[src/rtl/zmips_wb_arbiter.sv]
// zmips write-back arbiter: round-robin ALU/load share of the regfile write port.
// Optional read-port forwarding of the in-flight write under ZMIPS_WB_FWD_EN.
module zmips_wb_arbiter #(
  parameter int DATA_W = 32,
  parameter int ADDR_W = 5
) (
  input  logic              clk,
  input  logic              rst_n,
  input  logic              wb_stall,
  input  logic              a_valid,
  output logic              a_ready,
  input  logic [ADDR_W-1:0] a_addr,
  input  logic [DATA_W-1:0] a_data,
  input  logic              m_valid,
  output logic              m_ready,
  input  logic [ADDR_W-1:0] m_addr,
  input  logic [DATA_W-1:0] m_data,
  output logic              wr,
  output logic [ADDR_W-1:0] wr_addr,
  output logic [DATA_W-1:0] wr_data,
  output logic              err_addr31,
  input  logic [ADDR_W-1:0] rd_addr_0,
  input  logic [ADDR_W-1:0] rd_addr_1,
  input  logic [DATA_W-1:0] rf_data_0,
  input  logic [DATA_W-1:0] rf_data_1,
  output logic [DATA_W-1:0] rd_data_0,
  output logic [DATA_W-1:0] rd_data_1
);

  localparam logic [ADDR_W-1:0] R0  = '0;
  localparam logic [ADDR_W-1:0] R31 = ADDR_W'(31);

  logic              last_m;
  logic              xfer;
  logic              is_r0;
  logic              is_r31;
  logic [ADDR_W-1:0] sel_addr;
  logic [DATA_W-1:0] sel_data;

  // Grant: single requester wins; on a tie the port not served last wins.
  always_comb begin
    a_ready = 1'b0;
    m_ready = 1'b0;
    if (rst_n && !wb_stall) begin
      m_ready = m_valid && (!a_valid || !last_m);
      a_ready = a_valid && (!m_valid || last_m);
    end
  end

  // Mux the granted request and classify its destination.
  always_comb begin
    xfer     = a_ready || m_ready;
    sel_addr = m_ready ? m_addr : a_addr;
    sel_data = m_ready ? m_data : a_data;
    is_r0    = (sel_addr == R0);
    is_r31   = (sel_addr == R31);
  end

  // Output register and priority pointer; r0/r31 writes are swallowed.
  always_ff @(posedge clk or negedge rst_n) begin
    if (!rst_n) begin
      wr         <= 1'b0;
      wr_addr    <= '0;
      wr_data    <= '0;
      err_addr31 <= 1'b0;
      last_m     <= 1'b0;
    end else begin
      wr         <= xfer && !is_r0 && !is_r31;
      err_addr31 <= xfer && is_r31;
      if (xfer) last_m <= m_ready;
      if (xfer && !is_r0 && !is_r31) begin
        wr_addr <= sel_addr;
        wr_data <= sel_data;
      end
    end
  end

`ifdef ZMIPS_WB_FWD_EN
  // Bypass the registered write to matching read ports.
  always_comb begin
    rd_data_0 = rf_data_0;
    rd_data_1 = rf_data_1;
    if (wr && wr_addr == rd_addr_0) rd_data_0 = wr_data;
    if (wr && wr_addr == rd_addr_1) rd_data_1 = wr_data;
  end
`else
  logic unused_rd;
  assign unused_rd = ^{rd_addr_0, rd_addr_1};

  // No forwarding: raw regfile data passes straight through.
  always_comb begin
    rd_data_0 = rf_data_0;
    rd_data_1 = rf_data_1;
  end
`endif

endmodule

[config.mk]
export PLATFORM = sky130hd
export DESIGN_NAME = zmips_wb_arbiter
export DESIGN_NICKNAME = d
export VERILOG_FILES = /design/src/rtl/zmips_wb_arbiter.sv
export SDC_FILE = /design/constraint.sdc
export NUM_CORES = 1
export LEC_CHECK = 0
export CAP_MARGIN = 20
export CORE_AREA = 2 2 99 101
export CTS_BUF_LIST = sky130_fd_sc_hd__clkbuf_2 sky130_fd_sc_hd__clkbuf_4 sky130_fd_sc_hd__clkbuf_8
export CTS_CLUSTER_SIZE = 16
export DETAILED_ROUTE_END_ITERATION = 16
export DIE_AREA = 0 0 101 103
export HOLD_SLACK_MARGIN = 0.1
export PLACE_DENSITY = 0.78
export SLEW_MARGIN = 20
export SYNTH_ARGS = -nofsm -noshare
export SYNTH_HDL_FRONTEND = slang
export SYNTH_SLANG_ARGS = --single-unit
[constraint.sdc]
create_clock -name clk -period 2.5 [get_ports clk]
set_input_delay 0.5 -clock clk [delete_from_list [all_inputs] [get_ports clk]]
set_output_delay 0.5 -clock clk [all_outputs]
set_load 0.005 [all_outputs]
**Word level (Yosys, flattened, before mapping)**

Cells that the tools add are included.

- Eq/ne operators: 1
- Mux-type cells: 4
- Reductions and logical operators: 16

Operators with widths:

| cell | number |
|---|---|
| 32-bit two-way mux | 1 |
| 1-bit logical AND | 6 |
| 1-bit logical NOT | 6 |
| 5-bit == test, second input constant | 1 |
| 5-bit logical NOT | 1 |
| 5-bit two-way mux | 1 |
| 1-bit logical OR | 3 |
| 1-bit two-way mux | 2 |

- Register bits: 40
- Input bits: 153
- Output and inout bits: 105
- Word-level logic and storage cells: 26

**Logic depth before layout (Yosys ltp)**

Gate-level depths: netlist of run 1.

- Word-level depth: 9
- Mapped depth: 9
- Mapped depth without buffers: 6

**Least setup slack after synthesis of run 1**

No wires, ideal clock.

- Path type: input to register
- Start: input a_addr[2]
- End: register wr_addr[1]
- Library setup time: 0.125 ns
- Data arrival time: 1.951 ns
- Required time: 2.375 ns
- Setup slack: 0.424 ns
- Stages on the path: 6
- Buffers on the path: 1
- Cell sequence: or4_1 -> nor2_2 -> nor4_4 -> nor2_4 -> buf_6 -> mux2_4

- Longest elaborated chain between the ends: 5
- Elaborated cells between the ends (all ways): 7
- Those cells by class: 1 x eq/ne; 1 x mux; 5 x reduce/logical

RTL lines:

| element | RTL line | source |
|---|---|---|
| start, declared | 12 | `input logic [ADDR_W-1:0] a_addr,` |
| 5-bit two-way mux (*) | 53 | `sel_addr = m_ready ? m_addr : a_addr;` |
| 5-bit logical NOT | 55 | `is_r0 = (sel_addr == R0);` |
| 1-bit logical NOT | 71 | `if (xfer && !is_r0 && !is_r31) begin` |
| 1-bit logical AND | 71 |  |
| 1-bit logical AND (*) | 71 |  |
| end signal, assigned | 72 | `wr_addr <= sel_addr;` |
| end, declared | 19 | `output logic [ADDR_W-1:0] wr_addr,` |

Mark *: on every way between the ends. The rest lies on a longest branch, timed or not.
A chain may end at the register's enable or synchronous reset.

**Final worst setup path of run 1**

- Start: input wb_stall
- End: output a_ready

- Longest elaborated chain between the ends: 3

RTL lines:

| element | RTL line | source |
|---|---|---|
| start, declared | 9 | `input logic wb_stall,` |
| 1-bit logical NOT | 44 | `if (rst_n && !wb_stall) begin` |
| 1-bit logical AND | 44 |  |
| 1-bit two-way mux | 44 |  |
| end, declared | 11 | `output logic a_ready,` |

No other way between the ends.

==> results of run 1 <==
[layout make-up]
class                           count  area (µm²)  share of cell area
Clock inverter                      1        30.0             0.00810
Sequential cell                    40        1000               0.270
Tap cell                          114         143              0.0385
Inverter                            3        11.3             0.00304
Multi-Input combinational cell    175        1100               0.297
Clock buffer                        7        96.3              0.0260
Timing Repair Buffer              135        1320               0.357
[repair_timing]
action / in CTS / in global routing
endpoints found under the hold margin: 3 / 0
endpoints found under the setup margin: 0 / 1
gates resized for setup: 0 / 1
hold buffers: 1 / 0
[cells in the final DEF, fill, tap and decap left out]
master	instances
nor2_2	1
nor3_1	4
dlygate4sd3_1	1
mux2_2	5
a21oi_1	2
nor4_4	1
clkdlybuf4s50_1	117
a21o_1	1
nor2b_1	1
bufinv_16	1
buf_12	1
clkbuf_8	7
dlymetal6s2s_1	1
dfrtp_1	40
mux2_4	29
nor2_1	4
nor3b_4	1
buf_4	14
nand2_1	115
nand3_1	2
a211oi_1	1
o21ai_0	2
buf_2	1
a31oi_1	3
inv_1	2
nand3b_1	1
inv_2	1
nor2_4	1
or4_1	1
[logic make-up (layout without fill, tap and decap cells)]
kind of cell / Yosys count / after routing / share of synthesized area
AND/OR/NAND/NOR: 132 / 132 / 0.208
buffers and inverters: 79 / 146 / 0.212
AO/OA/AOI/OAI: 9 / 9 / 0.0202
multiplexers: 34 / 34 / 0.184
flip-flops: 40 / 40 / 0.375
[state kept, by name (all words and copies together), names as in the netlist]
name	flops
err_addr31	1
wr	1
last_m	1
wr_data	32
wr_addr	5
[metal layers]
layer  wire [µm]  vias to the layer above
li1            -                     1003
met1        2570                      949
met2        3730                      117
met3         666                       31
met4         194                        0
met5           0                        -
[per-stage QoR]
stage | hold WS (ns) | instances | TNS, ns | worst slack (ns) | utilization
final | 0.358 | 475 | 0 | 0.204 | 0.392
after global routing | 0.393 | 475 | 0 | 0.125 | 0.392
after CTS | 0.373 | 475 | 0 | 0.0313 | 0.392
after detailed placement | 0.347 | 466 | -0.965 | -0.0753 | 0.377
after global placement | 0.346 | 466 | -0.247 | -0.0412 | 0.377
after floorplan | 0.204 | 294 | 0 | 0.424 | -
[report_power, final]
group | internal (mW) | leakage (nW) | total [mW] | switching (mW)
sequential | 0.789 | 0.475 | 0.866 | 0.0776
clock | 0.352 | 0.0645 | 0.577 | 0.225
combinational | 0.557 | 1.22 | 0.797 | 0.240
[worst max-delay path: cells and delay by family]
family	cells	cell delay, ns
buf+inv	2	0.94
simple gates	2	0.24
compound gates	1	0.12
[worst min path at each step]
stage	slack [ns]	end	depth (start not counted)
2_1_floorplan	0.20	err_addr31$_DFF_PN0_	0
3_3_place_gp	0.35	last_m$_DFFE_PN0P_	1
6_report	0.36	wr_data[10]$_DFFE_PN0P_	2
4_1_cts	0.37	wr_data[14]$_DFFE_PN0P_	2
5_1_grt	0.39	wr_data[31]$_DFFE_PN0P_	2
3_5_place_dp	0.35	last_m$_DFFE_PN0P_	1
==> results.cfg, run 1 <==
[critical_path]
end_kind = output port
worstPathRequired_ns = 2.00
r2r_cells = 6
path_cells = clkdlybuf4s50_1 > nor2b_1 > nand2_1 > a21oi_1 > clkdlybuf4s50_1
critical_path.max_stage_delay_ns = 0.51
arrival_ns = 1.80
startpoint = wb_stall
reg2reg_to = wr_addr[4]$_DFFE_PN0P_
critical-path-slowest-cell = clkdlybuf4s50_1
criticalPathCategory = in2out
r2r_start = last_m$_DFFE_PN0P_
rrSetupSlack_ns = 0.72
cp_max_fo = 2
crit_path_frequent_cell = clkdlybuf4s50_1
cp-start-kind = input pin
crit_end = a_ready

[min_path]
worstHoldPathType = in2async

[synthesis]
seq_area_frac_synth = 0.375
syn_area_per_cell_um2 = 9.07
synth_flop_cell = dfrtp_1
synth_async_sr_flop_share = 1.00
yosys.area.top_type_share = 0.375
ys_seq_elements = 40
synth_nets = 447
ys_types = 25
ys_warn_count = 0
synth_cells = 294
synth-edff-count = 0
synth_area_leaders = dfrtp_1 38%, buf_4 18%, mux2_4 16%, nand2_1 16%, mux2_2 2.1%
synth_common_cells = 115 x nand2_1, 65 x buf_4, 40 x dfrtp_1
yosysMostFrequentCell = nand2_1
syn_area_mm2 = 0.00267
yosys.area.top_type = dfrtp_1

[job]
cap_violations = 0

[timing]
clock.fmax_mhz = 435
fin_skew_ns = 0.00815
rsz0062_at_grt = no
maxSlewViolCount = 0
hold_viol_final = 0
setup_viol = 0
finalCritPeriodShare = 0.919
period_needed_ns = 2.30
worstMarginPinSlew_ns = 0.482
relSlewSlack = 0.679

[clocking]
clk-insertion-delay-late_ns = 0.29
cts_root_buf = clkbuf_8
cts_sinks = 40
cts_setup_buffers = 0
htreeDepth = 2
clk_pin_slew_ns = 0.08
cts_buffers = 5
cts_max_path_buffers = 2
cts_tree = yes

[pwr]
ir_drop_mv = 0.271
p_leak_nw = 1.76
power_density_mw_per_mm2 = 605
total_power_mw = 2.24

[placed_design]
gp_congestion = 0.800
place_area_mm2 = 0.00357
portBuffers = 119
dpl.hpwl_um = 5670

[global_routing]
use_met2 = 0.252
grt-ovfl-total = 0
grt.met3_usage = 0.0420
use_met1 = 0.134
grt_max_degree = 38
busiest_layer = met2
grt_pass1_wl_um = 10600
grt_usage = 0.133
grt_pass1_vias = 2079
antenna_found_initial = 0

[outcome]
status = complete, no violations

[floorplanning]
die_h_um = 103
die_w_um = 101
die_area_mm2 = 0.0104
core_mm2 = 0.00946
start_util = 0.282
rows = 36
io_pins = 258

[detailed_routing]
via_per_inst = 4.42
drt_iter0_drc = 31
antenna_left = 0
route.detailed.drc = 0
vias = 2100
wl_per_cell_um = 15.1
firstDrtPassIters = 4
routed_wl_um = 7150

[cells_and_area]
layout-drive-gt1-share = 0.175
layout.nets = 513
num-fill-cells = 932
final_cell_area_mm2 = 0.00371
diodes = 0
syn2layout_area_growth_pct = 38.9
Power figures use the tool's default switching activity.
==> inputs of run 2 (changes only) <==
--- a/config.mk
+++ b/config.mk
@@ -13,7 +13,6 @@
 export DIE_AREA = 0 0 101 103
 export HOLD_SLACK_MARGIN = 0.1
 export PLACE_DENSITY = 0.78
-export SLEW_MARGIN = 20
 export SYNTH_ARGS = -nofsm -noshare
 export SYNTH_HDL_FRONTEND = slang
 export SYNTH_SLANG_ARGS = --single-unit
==> constraint.sdc (replaced) <==
create_clock -name clk -period 2.5 [get_ports clk]
set_input_delay 0.25 -clock clk [delete_from_list [all_inputs] [get_ports clk]]
set_output_delay 0.25 -clock clk [all_outputs]
set_load 0.005 [all_outputs]
==> results.cfg, run 2 (synthesis results as in run 1) <==
[min_path]
worstHoldPathType = in2async

[pwr]
power_density_mw_per_mm2 = 600
p_leak_nw = 1.70
ir_drop_mv = 0.208

[global_routing]
antenna_found_initial = 0
grt_pass1_vias = 2060
grt_usage = 0.130
grt_max_degree = 38
grt-ovfl-total = 0
grt_pass1_wl_um = 10400

[placed_design]
dpl.hpwl_um = 5660
gp_congestion = 0.808
portBuffers = 119

[detailed_routing]
via_per_inst = 4.40
wl_per_cell_um = 15.1
firstDrtPassIters = 4
route.detailed.drc = 0
drt_iter0_drc = 45
routed_wl_um = 7050
antenna_left = 0
vias = 2055

[floorplanning]
die_area_mm2 = 0.0104
die_w_um = 101
io_pins = 258
rows = 36
start_util = 0.282
die_h_um = 103
core_mm2 = 0.00946

[cells_and_area]
regMostFlops = wr_data
largest_reg_flops = 32
largestRegisters = wr_data (32), wr_addr (5)
diodes = 0
layout_common_cells = 118 x clkdlybuf4s50_1, 115 x nand2_1, 40 x dfrtp_1
final_common_cell = clkdlybuf4s50_1
syn2layout_area_growth_pct = 36.0
layout.nets = 505
layout-drive-gt1-share = 0.156

[timing]
relSlewSlack = 0.626
clock.fmax_mhz = 431
setup_viol = 0
whs_ns = 0.343
fin_skew_ns = 0.00289
period_needed_ns = 2.32
finalCritPeriodShare = 0.928
worstMarginPinSlew_ns = 0.555
hold_viol_final = 0
rsz0062_at_grt = no
maxSlewViolCount = 0
fin_tns_setup_ns = 0

[critical_path]
end_kind = register
arrival_ns = 2.49
cp-start-kind = input pin
path_cells = dlygate4sd3_1 > buf_2 > nor2b_1 > o21ai_0 > nor4_4 > nor2_4 > buf_12 > mux2_4
path_buf_inv = 3
criticalPathCategory = in2reg
cp_top_family = buffers and inverters
worstPathRequired_ns = 2.67
critical-path-slowest-cell = dlygate4sd3_1
critical_path.max_stage_delay_ns = 0.53
cp_max_fo = 24

[clocking]
cts_root_buf = clkbuf_8
cts_sinks = 40
cts_tree = yes
cts_max_path_buffers = 2
htreeDepth = 2
cts_setup_buffers = 0
cts_buffers = 5
clk_pin_slew_ns = 0.08
clk-insertion-delay-late_ns = 0.28

[job]
cap_violations = 0

[outcome]
status = complete, no violations
==> run 2: final cells by class <==
class,count,area (µm²)
flip-flops and latches,40,1000
fillers,939,5830
clock buffers,6,76.3
multi-input cells,175,1100
inverters,3,11.3
repair buffers,127,1260
clock inverters,2,35.0
well taps,114,143
==> run 2: metal layers <==
metal	track usage	share of wire	up-vias	routed length [µm]
met5	0	0	-	0
met4	0.0603	0.028	0	198
met3	0.0366	0.089	32	628
met2	0.249	0.52	114	3650
met1	0.131	0.37	921	2580
li1	-	-	988	-
==> run 2: power by group <==
part	switching, mW	total [mW]	internal (mW)	leakage (nW)
clock network	0.216	0.523	0.307	0.0586
registers	0.0777	0.867	0.789	0.475
logic	0.238	0.788	0.550	1.16
total	0.532	2.18	1.65	1.70
==> run 2: per-stage QoR <==
step	instance area, µm²	util	instances	power [mW]	setup WS [ns]
floorplan	2670	-	294	1.27	0.674
global placement	3510	0.371	458	1.66	0.167
detailed placement	3510	0.371	458	1.68	0.126
CTS	3630	0.384	467	2.23	0.199
global route	3630	0.384	467	2.31	0.129
finish	3630	0.384	467	2.18	0.180
==> run 2: worst paths after layout <==
path	startpoint	to	slack, ns	cells after the start
setup reg to reg	last_m$_DFFE_PN0P_	wr_data[24]$_DFFE_PN0P_	0.58	6
max in group asynchronous	rst_n	wr_data[19]$_DFFE_PN0P_	1.45	3
setup / recovery	rst_n	wr_data[24]$_DFFE_PN0P_	0.18	8
min in group clk	rf_data_0[23]	rd_data_0[23]	0.50	0
hold reg to reg	wr_addr[2]$_DFFE_PN0P_	wr_addr[2]$_DFFE_PN0P_	0.51	1
hold / removal	rst_n	err_addr31$_DFF_PN0_	0.34	2
==> run 2: timing repair <==
action,4_1_cts,5_1_grt
resized for setup,0,0
hold buffers,1,0
hold endpoints to repair,3,0
